### config.mk
export PLATFORM = sky130hd
export DESIGN_NAME = dac_cmd_assembler_flat
export DESIGN_NICKNAME = d
export VERILOG_FILES = /design/src/rtl/dac_cmd_assembler_if.sv /design/src/rtl/dac_cmd_assembler.sv /design/src/flat_wrapper.sv
export SDC_FILE = /design/constraint.sdc
export NUM_CORES = 1
export LEC_CHECK = 0
export BUFFER_PORTS_ARGS = -buffer_cell sky130_fd_sc_hd__buf_2
export CAP_MARGIN = 0
export CORE_MARGIN = 2
export CORE_UTILIZATION = 60
export DETAILED_ROUTE_END_ITERATION = 7
export GPL_ROUTABILITY_DRIVEN = 0
export HOLD_SLACK_MARGIN = 0.03
export PLACE_DENSITY = 0.77
export SYNTH_ARGS = -nofsm -noshare
export SYNTH_HDL_FRONTEND = slang
export SYNTH_SLANG_ARGS = --single-unit
### constraint.sdc
create_clock -name aclk -period 2.4 [get_ports aclk]
set_clock_uncertainty 0.2 [all_clocks]
set_input_delay 0.12 -clock aclk [delete_from_list [all_inputs] [get_ports aclk]]
set_output_delay 0.12 -clock aclk [all_outputs]
set_load 0.01 [all_outputs]
### src/rtl/dac_cmd_assembler_if.sv
// dac_cmd_assembler_if: adapter-side register write bus and DAC-side word handshake.
interface dac_cmd_assembler_if;
    logic [3:0]  s_data;
    logic [3:0]  s_addr;
    logic [15:0] m_word;
    logic        m_valid;
    logic        m_ready;
    modport master (output s_data, s_addr, m_ready, input m_word, m_valid);
    modport slave  (input s_data, s_addr, m_ready, output m_word, m_valid);
endinterface

### src/rtl/dac_cmd_assembler.sv
// dac_cmd_assembler: turns nibble register writes into queued 16-bit DAC words.
// Define DAC_CMD_DROP_CNT_EN to add the saturating dropped-commit counter port.
module dac_cmd_assembler #(
    parameter int         FIFO_DEPTH  = 4,
    parameter logic [3:0] COMMIT_ADDR = 4'h4,
    parameter logic [3:0] CTRL_ADDR   = 4'h5
) (
    input  logic                          aclk,
    input  logic                          arst_n,
    dac_cmd_assembler_if.slave            bus,
    output logic                          enable,
    output logic [$clog2(FIFO_DEPTH):0]   fifo_level
`ifdef DAC_CMD_DROP_CNT_EN
    ,
    output logic [7:0]                    drop_cnt
`endif
);
    localparam int AW = $clog2(FIFO_DEPTH);
    localparam logic [AW:0] FULL = (AW+1)'(FIFO_DEPTH);
    localparam logic [AW:0] ONE  = (AW+1)'(1);

    typedef enum logic {DISABLED, RUN} state_t;

    logic [1:0]    rst_sync;
    logic          rst_n;
    logic [7:0]    r1, r2;
    logic [15:0]   staging;
    logic [15:0]   mem [FIFO_DEPTH];
    logic [AW-1:0] rd_ptr, wr_ptr;
    logic [15:0]   head;
    state_t        state;
    logic          ev, commit, ctrl, flush, full, valid, pop, push;

    // Assertion is immediate; release waits two edges so no flop sees a runt reset.
    always_ff @(posedge aclk or negedge arst_n)
        if (!arst_n) rst_sync <= 2'b00;
        else         rst_sync <= {rst_sync[0], 1'b1};

    assign rst_n  = rst_sync[1];
    assign ev     = r1 != r2;
    assign commit = ev && r1[7:4] == COMMIT_ADDR;
    assign ctrl   = ev && r1[7:4] == CTRL_ADDR;
    assign flush  = ctrl && state == RUN && !r1[0];
    assign full   = fifo_level == FULL;
    assign valid  = enable && fifo_level != '0;
    assign pop    = valid && bus.m_ready;
    assign push   = commit && state == RUN && (!full || pop);

    assign bus.m_valid = valid;
    assign bus.m_word  = head;

    always_ff @(posedge aclk or negedge rst_n)
        if (!rst_n) begin
            r1 <= '0;
            r2 <= '0;
        end else begin
            r1 <= {bus.s_addr, bus.s_data};
            r2 <= r1;
        end

    always_ff @(posedge aclk or negedge rst_n)
        if (!rst_n)                     staging <= '0;
        else if (ev && r1[7:6] == 2'b00) staging[{r1[5:4], 2'b00} +: 4] <= r1[3:0];

    always_ff @(posedge aclk or negedge rst_n)
        if (!rst_n) begin
            state  <= DISABLED;
            enable <= 1'b0;
        end else if (ctrl) begin
            state  <= r1[0] ? RUN : DISABLED;
            enable <= r1[0];
        end

    always_ff @(posedge aclk)
        if (push) mem[wr_ptr] <= staging;

    // head is a register so an empty queue keeps presenting the last word.
    always_ff @(posedge aclk or negedge rst_n)
        if (!rst_n) begin
            rd_ptr     <= '0;
            wr_ptr     <= '0;
            fifo_level <= '0;
            head       <= '0;
        end else if (flush) begin
            rd_ptr     <= '0;
            wr_ptr     <= '0;
            fifo_level <= '0;
        end else begin
            if (push) wr_ptr <= wr_ptr + AW'(1);
            if (pop)  rd_ptr <= rd_ptr + AW'(1);
            fifo_level <= fifo_level + (AW+1)'(push) - (AW+1)'(pop);
            if (pop && fifo_level > ONE)                     head <= mem[rd_ptr + AW'(1)];
            else if (push && (pop || fifo_level == '0))      head <= staging;
        end

`ifdef DAC_CMD_DROP_CNT_EN
    logic drop;
    assign drop = commit && state == RUN && full && !pop;

    always_ff @(posedge aclk or negedge rst_n)
        if (!rst_n)                         drop_cnt <= '0;
        else if (drop && drop_cnt != 8'hFF) drop_cnt <= drop_cnt + 8'd1;
`endif
endmodule

### src/flat_wrapper.sv
// flat-port wrapper written by rule: the top's interface ports become plain ports
module dac_cmd_assembler_flat 
#(
    parameter int         FIFO_DEPTH  = 4,
    parameter logic [3:0] COMMIT_ADDR = 4'h4,
    parameter logic [3:0] CTRL_ADDR   = 4'h5
)
  (aclk, arst_n, enable, fifo_level, bus_s_data, bus_s_addr, bus_m_ready, bus_m_word, bus_m_valid);
  dac_cmd_assembler_if bus_i ();
  input  logic aclk;
  input  logic arst_n;
  output logic enable;
  output logic [$clog2(FIFO_DEPTH):0] fifo_level;
  input wire logic [$bits(bus_i.s_data)-1:0] bus_s_data;
  input wire logic [$bits(bus_i.s_addr)-1:0] bus_s_addr;
  input wire logic [$bits(bus_i.m_ready)-1:0] bus_m_ready;
  output wire logic [$bits(bus_i.m_word)-1:0] bus_m_word;
  output wire logic [$bits(bus_i.m_valid)-1:0] bus_m_valid;
  assign bus_i.s_data = bus_s_data;
  assign bus_i.s_addr = bus_s_addr;
  assign bus_i.m_ready = bus_m_ready;
  assign bus_m_word = bus_i.m_word;
  assign bus_m_valid = bus_i.m_valid;
  dac_cmd_assembler #(.FIFO_DEPTH(FIFO_DEPTH), .COMMIT_ADDR(COMMIT_ADDR), .CTRL_ADDR(CTRL_ADDR)) u_core (.aclk(aclk), .arst_n(arst_n), .bus(bus_i), .enable(enable), .fifo_level(fifo_level));
endmodule
# Word level (Yosys, flattened, before mapping)

Memories as Yosys holds them, arrays and structs flattened.
Cells that the tools add are included.

Register bits: 59
Bits in latches: 0
Memory bits (writable): 64
ROM bits: 0
Bits of input ports: 11
Output and inout port bits: 21
Logic and storage cells: 57
Memories kept: 1

Add/subtract/negate cells: 5
$mul: 0
Div/mod/pow operators: 0
Order comparisons: 1
Eq/ne operators: 4
Shift operators: 2
Muxes and demuxes: 11
Bitwise logic cells: 1
Reductions and logical operators: 22

Memory list:

| memory     | words | width | rd ports | clocked after Yosys merged registers in | write ports | line                    | RTL |
|---|---|---|---|---|---|---|---|
| u_core.mem | 4     | 16    | 1        | 0                                       | 1           | dac_cmd_assembler.sv:28 | `logic [15:0] mem [FIFO_DEPTH];` |

Operators with widths:

| cell                                                                    | number |
|---|---|
| 16-bit 2-to-1 mux                                                       | 2 |
| 16-bit bitwise mux                                                      | 1 |
| 4-bit by 6-bit variable shift with 16-bit output (first input constant) | 1 |
| 4-bit by 6-bit indexed part select with 16-bit output                   | 1 |
| 1-bit logical AND                                                       | 11 |
| 4-bit by 3-bit equality test with 1-bit output (second input constant)  | 2 |
| 2-bit 2-to-1 mux                                                        | 4 |
| 8-bit != test                                                           | 1 |
| 4-bit negator with 6-bit output                                         | 1 |
| 2-bit nonzero test                                                      | 3 |
| 2-bit by 1-bit adder with 2-bit output (second input constant)          | 2 |
| 3-bit by 1-bit adder with 3-bit output                                  | 1 |
| 3-bit equality test (second input constant)                             | 1 |
| 3-bit by 1-bit > comparator with 1-bit output (second input constant)   | 1 |
| 3-bit logical NOT                                                       | 1 |
| 1-bit 2-to-1 mux                                                        | 3 |
| 3-bit 2-to-1 mux                                                        | 1 |
| 3-bit nonzero test                                                      | 1 |
| 3-bit by 1-bit subtractor with 3-bit output                             | 1 |
| 1-bit logical NOT                                                       | 2 |
| 2-bit logical NOT                                                       | 1 |
| 1-bit logical OR                                                        | 2 |
| 2-bit AND reduction                                                     | 1 |
| 1-bit NOT                                                               | 1 |

# Depth between registers and ports, before layout

Gate-level depths: netlist of the first run.

Depth after elaboration: 8
Gate-level depth with buffers: 9
Gate-level depth less buffers: 9

# Least setup slack after synthesis of the first run

OpenSTA, ideal clock, no wires.

Kind: reg2reg
Start: register u_core.r1[3]
End: register u_core.fifo_level[2]
Setup time: 125 ps
Arrival time: 2193 ps
Data required time: 2075 ps
Path slack: -118 ps
Cell stages (with the launch flop): 9
Path buffers: 0
Clock period less this slack: 2518 ps
Cells stage by stage: dfrtp_1 > xor2_1 > nor4_4 > a21oi_1 > and2_1 > ha_1 > fa_1 > xor2_1 > nor2_1

Cells in the longest elaborated chain, start to end: 7
Elaborated cells on any way between the ends: 10
Those cells by class: add/sub (2); eq/ne (1); mux (1); reduce/logical (6)

RTL lines:

| element                                     | line                    | RTL |
|---|---|---|
| start, declared                             | dac_cmd_assembler.sv:26 | `logic [7:0] r1, r2;` |
| start signal, assigned                      | dac_cmd_assembler.sv:57 | `r1 <= {bus.s_addr, bus.s_data};` |
| 8-bit != test (*)                           | dac_cmd_assembler.sv:40 | `assign ev = r1 != r2;` |
| 1-bit logical AND                           | dac_cmd_assembler.sv:41 | `assign commit = ev && r1[7:4] == COMMIT_ADDR;` |
| 1-bit logical AND (2 in series)             | dac_cmd_assembler.sv:47 | `assign push = commit && state == RUN && (!full \|\| pop);` |
| 3-bit by 1-bit adder with 3-bit output      | dac_cmd_assembler.sv:91 | `fifo_level <= fifo_level + (AW+1)'(push) - (AW+1)'(pop);` |
| 3-bit by 1-bit subtractor with 3-bit output | dac_cmd_assembler.sv:91 |  |
| 3-bit 2-to-1 mux (*)                        | dac_cmd_assembler.sv:84 | `end else if (flush) begin` |
| end signal, assigned                        | dac_cmd_assembler.sv:91 |  |
| end, declared                               | dac_cmd_assembler.sv:12 | `output logic [$clog2(FIFO_DEPTH):0] fifo_level` |

Every way passes the cells marked *; elsewhere a longest branch is shown, timed or not.
A chain may end at the register's enable or synchronous reset.

# Worst setup path in the final report of the first run

Start: register u_core.r1[4]
End: register u_core.fifo_level[1]

Cells in the longest elaborated chain, start to end: 7
Elaborated cells on any way between the ends: 12
Those cells by class: add/sub (2); eq/ne (3); mux (1); reduce/logical (6)

RTL lines:

| element                                                                         | line |
|---|---|
| 8-bit != test or 4-bit by 3-bit equality test with 1-bit output (tied branches) | dac_cmd_assembler.sv:40, dac_cmd_assembler.sv:41 |
| 1-bit logical AND                                                               | dac_cmd_assembler.sv:41 |
| 1-bit logical AND (2 in series)                                                 | dac_cmd_assembler.sv:47 |
| 3-bit by 1-bit adder with 3-bit output                                          | dac_cmd_assembler.sv:91 |
| 3-bit by 1-bit subtractor with 3-bit output                                     | dac_cmd_assembler.sv:91 |
| 3-bit 2-to-1 mux (*)                                                            | dac_cmd_assembler.sv:84 |

Marked as above.

==> key figures, run 1 <==
Critical path
  – CP cell instances: inv_1 -> ha_1 -> nand3_2 -> a21oi_2 -> and2_1 -> ha_2 -> fa_1 -> nor2b_1
  – Startpoint Class: register
  – Crit. End Element: register
  – Crit-path leading delay family: adder cells
  – Max incr delay on CP: 0.45 ns
  – Crit path buf inv count: 1
  – Crit-path slowest cell: dfrtp_2
  – Critical Path RT: 2.58 ns
  – Crit Path Max Fanout: 7
  – Crit path DAT: 2.45 ns
  – Critical path class: reg -> reg

Power and ir drop
  – LEAKAGE: 2.567 nW
  – Clk pwr share: 33.3%
  – PD cells: 1049 nW/um2
  – Logic pwr share: 23.9%
  – Pint: 0.004702 W
  – Sw Pwr: 0.001845 W
  – Sw Share: 28.18%
  – Flop pwr share: 42.8%
  – PnR Total Power: 0.006548 W
  – VDD IR max: 671.7 uV

Synthesis
  – Number of library cell types mapped by synthesis: 37
  – Register bit total from synthesis: 122
  – Asr flop ratio synth: 47.54%
  – Synthesized area per cell: 15.67 um2
  – Post-synthesis cell type with the largest combined area: edfxtp_1
  – Ys flop type: edfxtp_1
  – Cells after Synth: 326
  – Most common cell in the netlist: edfxtp_1
  – YS warnings: 0
  – Mapped Area: 5110 um2
  – Synth top area share: 37.61%
  – Post-synthesis net count: 350
  – Seq/Total Area, Yosys: 66.01%
  – Post-synth top cells: 64 x edfxtp_1, 58 x dfrtp_1, 26 x inv_1, 20 x nor2b_1, 19 x nand2_1
  – Area contributors post-synth: edfxtp_1 38%, dfrtp_1 28%, mux4_2 7.1%, mux2i_1 3.1%, ha_1 2.9%
  – Number of flops mapped to enable cells by yosys: 64

Floorplanning
  – Num rows: 33
  – Core area: 8217 um2
  – DIE WIDTH: 96.29 um
  – Die area: 9271 um2
  – Die Ht: 96.29 um
  – Initial Utilization: 62.19%
  – Io pins: 32

Timing
  – Setup ws final: 0.1317 ns
  – Final Cycle Share: 94.51%
  – FMAX: 440.9 MHz
  – Worst-Margin Slew: 0.6652 ns
  – Fin crit period: 2.268 ns
  – Fin. Hold Viols: 0
  – TNS Setup: 0 ns
  – Fin. max-slew vios: 0
  – Slew HR: 55.65%
  – # setup viols final: 0
  – RSZ-0062 raised after global routing: false

Drt
  – Routed vias/inst: 5.742
  – Drt first-iter violations: 160
  – DRC: 0
  – Drt total wl: 10.21 mm
  – Post-route ant nets: 0
  – Detailed Routing Iterations Pass 1: 4
  – Routed via count: 2,963
  – WL per Instance: 19.79 um

Clocking
  – Worst-Skew Late Latency: 0.51 ns
  – Post-CTS Setup Bufs: 0
  – H-tree depth: 4
  – Num CTS Buffers: 17
  – Clk root buf: clkbuf_8
  – Clk buf depth: 2
  – Num Clock Sinks: 122
  – CTS clk-pin slew, worst paths: 0.05 ns
  – CTS tree: built

Global route
  – Largest net degree at the start of global routing: 33
  – Vias in the first global route: 3,204
  – First-pass GRT wire length: 16.36 mm
  – Total Routing Usage GR: 25.34%
  – GRT overflow: 0
  – Antenna violations before repair: 0

Run
  – Max cap viols: 0

Cells and area
  – Final-stage net count: 422
  – Layout cells sized above 1: 27.98%
  – Antenna Cells: 0
  – Area Overhead vs Synth: 22.18%
  – Design area: 6243 um2

Placement
  – Dpl hpwl: 5.992 mm
  – PortBufs: 31
  – Placement Cell Area: 5580 um2
  – Dpl ws: 0.1098 ns

Outcome
  – Status: finished clean

Hold path
  – Hold Path Class: in -> reg
-- cells in the final DEF, fill, tap and decap left out, types with 2 or more instances in the layout --
master         instances
inv_1                 26
o2bb2ai_2             10
a21o_1                 2
a21oi_1                3
edfxtp_1              64
mux4_2                16
clkinv_2               4
nand2_1               19
clkbuf_16             17
buf_4                 13
nor2_1                 6
nand3_1                6
mux2i_1               16
ha_1                  11
clkinvlp_4             2
a21oi_2                2
buf_12                 7
buf_2                 31
a31oi_1               16
dfrtp_2                2
nor4_4                 2
dlygate4sd3_1         14
clkbuf_1               6
nor2b_1               20
xor2_1                 8
o2bb2ai_1              6
dfrtp_1               56
clkbuf_8               2
nor3b_1                2
and3_1                 5
nor3_1                 2
-- sequential cells by signal (all words and copies together), names as in the netlist --
| signal | cells |
|---|---|
| u_core.wr_ptr | 2 |
| u_core.bus.m_word | 16 |
| u_core.fifo_level | 3 |
| u_core.state | 1 |
| u_core.r1 | 8 |
| u_core.mem | 64 |
| u_core.rd_ptr | 2 |
| u_core.r2 | 8 |
| u_core.staging | 16 |
| u_core.rst_sync | 2 |
-- area by class of cell --
type | instances | area [um2]
clock inverter | 7 | 41.29
clock buffer | 25 | 475.5
tap | 105 | 131.4
multi-input combinational | 166 | 1589
sequential | 122 | 3376
inverter | 26 | 97.59
timing repair buffer | 65 | 533.0
fill | 501 | 1973
-- routing by layer --
metal	track usage, %	routed length [um]	part of all wire [%]
met1	30.24	3981	39
met4	11.07	131	1.3
met3	6.421	609	6.0
met2	43.52	5490	54
met5	0	0	0
-- kinds of logic (layout without fill, tap and decap cells) --
group	count (synthesis)	in the layout	synth area share, %
simple gates	67	67	7.468
buf+inv	38	123	3.256
other cells	1	1	0.07339
fa+ha+maj	13	13	3.330
xor+xnor	10	10	1.714
compound gates	42	42	7.738
flops	122	122	66.01
mux	33	33	10.41
-- stage by stage --
stage | hold slack, ns | std cells | utilization, %
floorplan | -0.3756 | 326 | -
global route | 0.04375 | 516 | 75.99
finish | 0.05015 | 516 | 75.99
detailed placement | -0.2932 | 470 | 67.92
CTS | 0.03105 | 515 | 75.79
global placement | -0.2937 | 470 | 67.92
-- worst reg2reg max path: cells and delay by family, from the launching register on --
family	cells	cell delay, ns
AOI/OAI and AO/OA	1	0.14
adders and majority gates	3	0.79
buffers and inverters	1	0.13
DFF	1	0.45
and+or+nand+nor	3	0.43
-- power by group through the flow --
stage / Combinational [W] / Clock, W / Sequential, W
6_report: 0.00156 / 0.00218 / 0.00280
2_1_floorplan: 0.00103 / 0 / 0.00284
4_1_cts: 0.00159 / 0.00221 / 0.00280
5_1_grt: 0.00174 / 0.00231 / 0.00285
3_3_place_gp: 0.00149 / 0 / 0.00281
3_5_place_dp: 0.00154 / 0 / 0.00283
-- repair_timing --
action	CTS	global route
hold buffers	13	1
setup endpoints to repair	0	2
hold endpoints to repair	14	1
gates resized for setup	0	2
-- final timing paths --
kind                                              startpoint                             end  slack (ns)  cells past startpoint
worst min register to register  u_core.rst_sync[1]$_DFF_PN0_          u_core.r2[2]$_DFF_PN0_        0.10                      0
worst max-delay path                  u_core.r1[4]$_DFF_PN0_  u_core.fifo_level[1]$_DFF_PN0_        0.13                      8
min in group asynchronous       u_core.rst_sync[1]$_DFF_PN0_          u_core.r2[2]$_DFF_PN0_        0.10                      0
max in group asynchronous       u_core.rst_sync[1]$_DFF_PN0_          u_core.r1[4]$_DFF_PN0_        1.29                      1
worst max register to register        u_core.r1[4]$_DFF_PN0_  u_core.fifo_level[1]$_DFF_PN0_        0.13                      8
worst min-delay path                           bus_s_addr[3]          u_core.r1[7]$_DFF_PN0_        0.05                      2
Power figures use the tool's default switching activity.
==> inputs of run 2 (changes only) <==
--- a/config.mk
+++ b/config.mk
@@ -8,11 +8,12 @@
 export BUFFER_PORTS_ARGS = -buffer_cell sky130_fd_sc_hd__buf_2
 export CAP_MARGIN = 0
 export CORE_MARGIN = 2
-export CORE_UTILIZATION = 60
+export CORE_UTILIZATION = 63
+export CTS_BUF_LIST = sky130_fd_sc_hd__clkbuf_4 sky130_fd_sc_hd__clkbuf_8
 export DETAILED_ROUTE_END_ITERATION = 7
 export GPL_ROUTABILITY_DRIVEN = 0
 export HOLD_SLACK_MARGIN = 0.03
-export PLACE_DENSITY = 0.77
+export PLACE_DENSITY = 0.8
 export SYNTH_ARGS = -nofsm -noshare
 export SYNTH_HDL_FRONTEND = slang
 export SYNTH_SLANG_ARGS = --single-unit
==> constraint.sdc (replaced) <==
create_clock -name aclk -period 2.6 [get_ports aclk]
set_clock_uncertainty 0.2 [all_clocks]
set_input_delay 0.13 -clock aclk [delete_from_list [all_inputs] [get_ports aclk]]
set_output_delay 0.13 -clock aclk [all_outputs]
set_load 0.01 [all_outputs]
==> run 2 against run 1 <==
Clock-buffer cell count shrank 7. Critical path type unchanged. Cell area fell by 3.3%. Cell count is 1.9% lower. Fmax shrank 4.9%. Combinational power decreased by 9.6%. Utilization grew 1.3 points. Clock power down 20%.
==> key figures, run 2 (synthesized netlist as in run 1, its figures left out) <==
Critical path
  – Crit. End Element: register
  – Crit path DAT: 2.48 ns
  – Crit-path leading delay family: adder cells
  – FF-to-FF setup slack: 0.21 ns
  – RR Endpoint: u_core.fifo_level[1]$_DFF_PN0_
  – Critical path class: reg -> reg
  – Startpoint Class: register
  – Crit Path Max Fanout: 7
  – Max incr delay on CP: 0.46 ns
  – CP cell instances: inv_1 -> ha_2 -> nand3_1 -> a21oi_1 -> and2_1 -> ha_1 -> fa_1 -> nor2b_1
  – FF-to-FF Start: u_core.r1[4]$_DFF_PN0_
  – Crit-path slowest cell: dfrtp_1
  – Critical path origin: u_core.r1[4]$_DFF_PN0_
  – Critical Path RT: 2.70 ns
  – Worst Reg2Reg Path Length in Cells: 8
  – Crit path buf inv count: 1

Clocking
  – Num CTS Buffers: 17
  – H-tree depth: 4
  – Clk buf depth: 2
  – CTS tree: built
  – CTS clk-pin slew, worst paths: 0.08 ns
  – Clk root buf: clkbuf_8
  – Worst-Skew Late Latency: 0.42 ns
  – Num Clock Sinks: 122

Timing
  – Slew HR: 52.45%
  – FMAX: 419.3 MHz
  – # setup viols final: 0
  – Setup ws final: 0.2149 ns
  – Worst-Margin Slew: 0.7133 ns
  – Fin. Hold Viols: 0
  – Fin crit period: 2.385 ns
  – RSZ-0062 raised after global routing: false
  – Final Cycle Share: 91.73%
  – TNS Setup: 0 ns
  – Fin. max-slew vios: 0
  – Worst hold margin: 0.1527 ns

Cells and area
  – Commonest non-fill, non-tap cells in the layout: 64 x edfxtp_1, 57 x dfrtp_1, 31 x buf_2
  – Max reg flops: 64
  – Antenna Cells: 0
  – Final-stage net count: 415
  – Multi-input gate area: 1573 um2
  – Most flops, register: u_core.mem
  – Area Overhead vs Synth: 18.12%
  – Fin cells: 506
  – Fillers: 430
  – FF/Latch Area: 3374 um2
  – Layout cells sized above 1: 27.97%
  – Commonest non-fill, non-tap cell in the layout: edfxtp_1

Floorplanning
  – DIE WIDTH: 94.06 um
  – Die area: 8847 um2
  – Die Ht: 94.06 um
  – Num rows: 32
  – Initial Utilization: 65.45%
  – Io pins: 32
  – Core area: 7807 um2

Placement
  – Dpl hpwl: 5.968 mm
  – Dpl ws: 0.1802 ns
  – Placed cells: 463
  – PortBufs: 31

Drt
  – Post-route ant nets: 0
  – Drt first-iter violations: 210
  – Detailed Routing Iterations Pass 1: 4
  – DRC: 0
  – Routed via count: 2,921
  – Drt total wl: 9.950 mm
  – Routed vias/inst: 5.773
  – WL per Instance: 19.66 um

Power and ir drop
  – PD cells: 948.1 nW/um2
  – VDD IR max: 606.5 uV
  – LEAKAGE: 2.474 nW

Run
  – Max cap viols: 0

Hold path
  – Hold Path Class: in -> reg
  – Hold Crit Depth: 2
  – WHS Endpoint: u_core.r1[6]$_DFF_PN0_
  – Hold_sp: bus_s_addr[2]

Global route
  – Largest net degree at the start of global routing: 57
  – Met2 GRT Util: 42.26%
  – GRT met1 Usage: 31.90%
  – Antenna violations before repair: 0
  – GRT overflow: 0
  – GR peak layer: met2
  – Total Routing Usage GR: 25.05%
  – First-pass GRT wire length: 15.88 mm
  – Vias in the first global route: 3,095
  – GRT met3 Usage: 5.136%

Outcome
  – Status: finished clean
[run 2: cell count changes in the layout (fill, tap and decap cells not counted), sizes merged]
cell | previous run | this run
dlygate4sd3 | 14 | 11
clkinvlp | 2 | 4
bufinv | 0 | 3
inv | 27 | 28
buf | 51 | 47
clkbuf | 25 | 18
clkinv | 4 | 5
[run 2: per-stage QoR]
stage	area, um2	power [W]	utilization [%]
floorplan	5110	0.003565	-
global placement	5508	0.003935	70.54
detailed placement	5508	0.004002	70.54
CTS	6033	0.005757	77.28
global route	6036	0.005993	77.31
finish	6036	0.005723	77.31
[run 2: worst reg2reg max path, stage by stage, from the launching register on]
cell	delay, ns
dfrtp_1	0.46
inv_1	0.16
ha_2	0.24
nand3_1	0.16
a21oi_1	0.20
and2_1	0.16
ha_1	0.15
fa_1	0.40
nor2b_1	0.14
[run 2: layout make-up]
cell class                 count  share of cell area, %
sequential                   122                  55.91
multi-input combinational    166                  26.06
timing repair buffer          58                  7.421
tap                          102                  2.114
inverter                      26                  1.617
clock inverter                14                  2.881
clock buffer                  18                  4.001
[run 2: what timing repair did]
action                     in CTS  in global routing
setup endpoints to repair       0                  1
hold endpoints to repair       11                  0
buffers inserted                0                  0
hold buffers                   11                  0
gates resized for setup         0                  1
[run 2: worst max-delay path by stage]
| stage | to | slack (ns) | cells past startpoint |
|---|---|---|---|
| final | u_core.fifo_level[1]$_DFF_PN0_ | 0.21 | 8 |
| after global routing | u_core.fifo_level[1]$_DFF_PN0_ | 0.05 | 8 |
| after CTS | u_core.fifo_level[1]$_DFF_PN0_ | 0.18 | 8 |
| after detailed placement | u_core.fifo_level[1]$_DFF_PN0_ | 0.18 | 8 |
| after global placement | u_core.fifo_level[1]$_DFF_PN0_ | 0.28 | 8 |
| after floorplan | u_core.fifo_level[2]$_DFF_PN0_ | 0.08 | 8 |
[run 2: routing by layer]
| metal | share of wire, % | vias up | wire length [um] |
|---|---|---|---|
| li1 | - | 1334 | - |
| met4 | 1.3 | 0 | 126 |
| met2 | 53 | 82 | 5230 |
| met1 | 42 | 1493 | 4219 |
| met5 | 0 | - | 0 |
| met3 | 3.7 | 12 | 373 |
[run 2: power breakdown]
group | switching, W | total, W | internal (W)
clock network | 0.000772 | 0.00174 | 0.000964
logic | 0.000685 | 0.00141 | 0.000723
registers | 0.000244 | 0.00258 | 0.00233
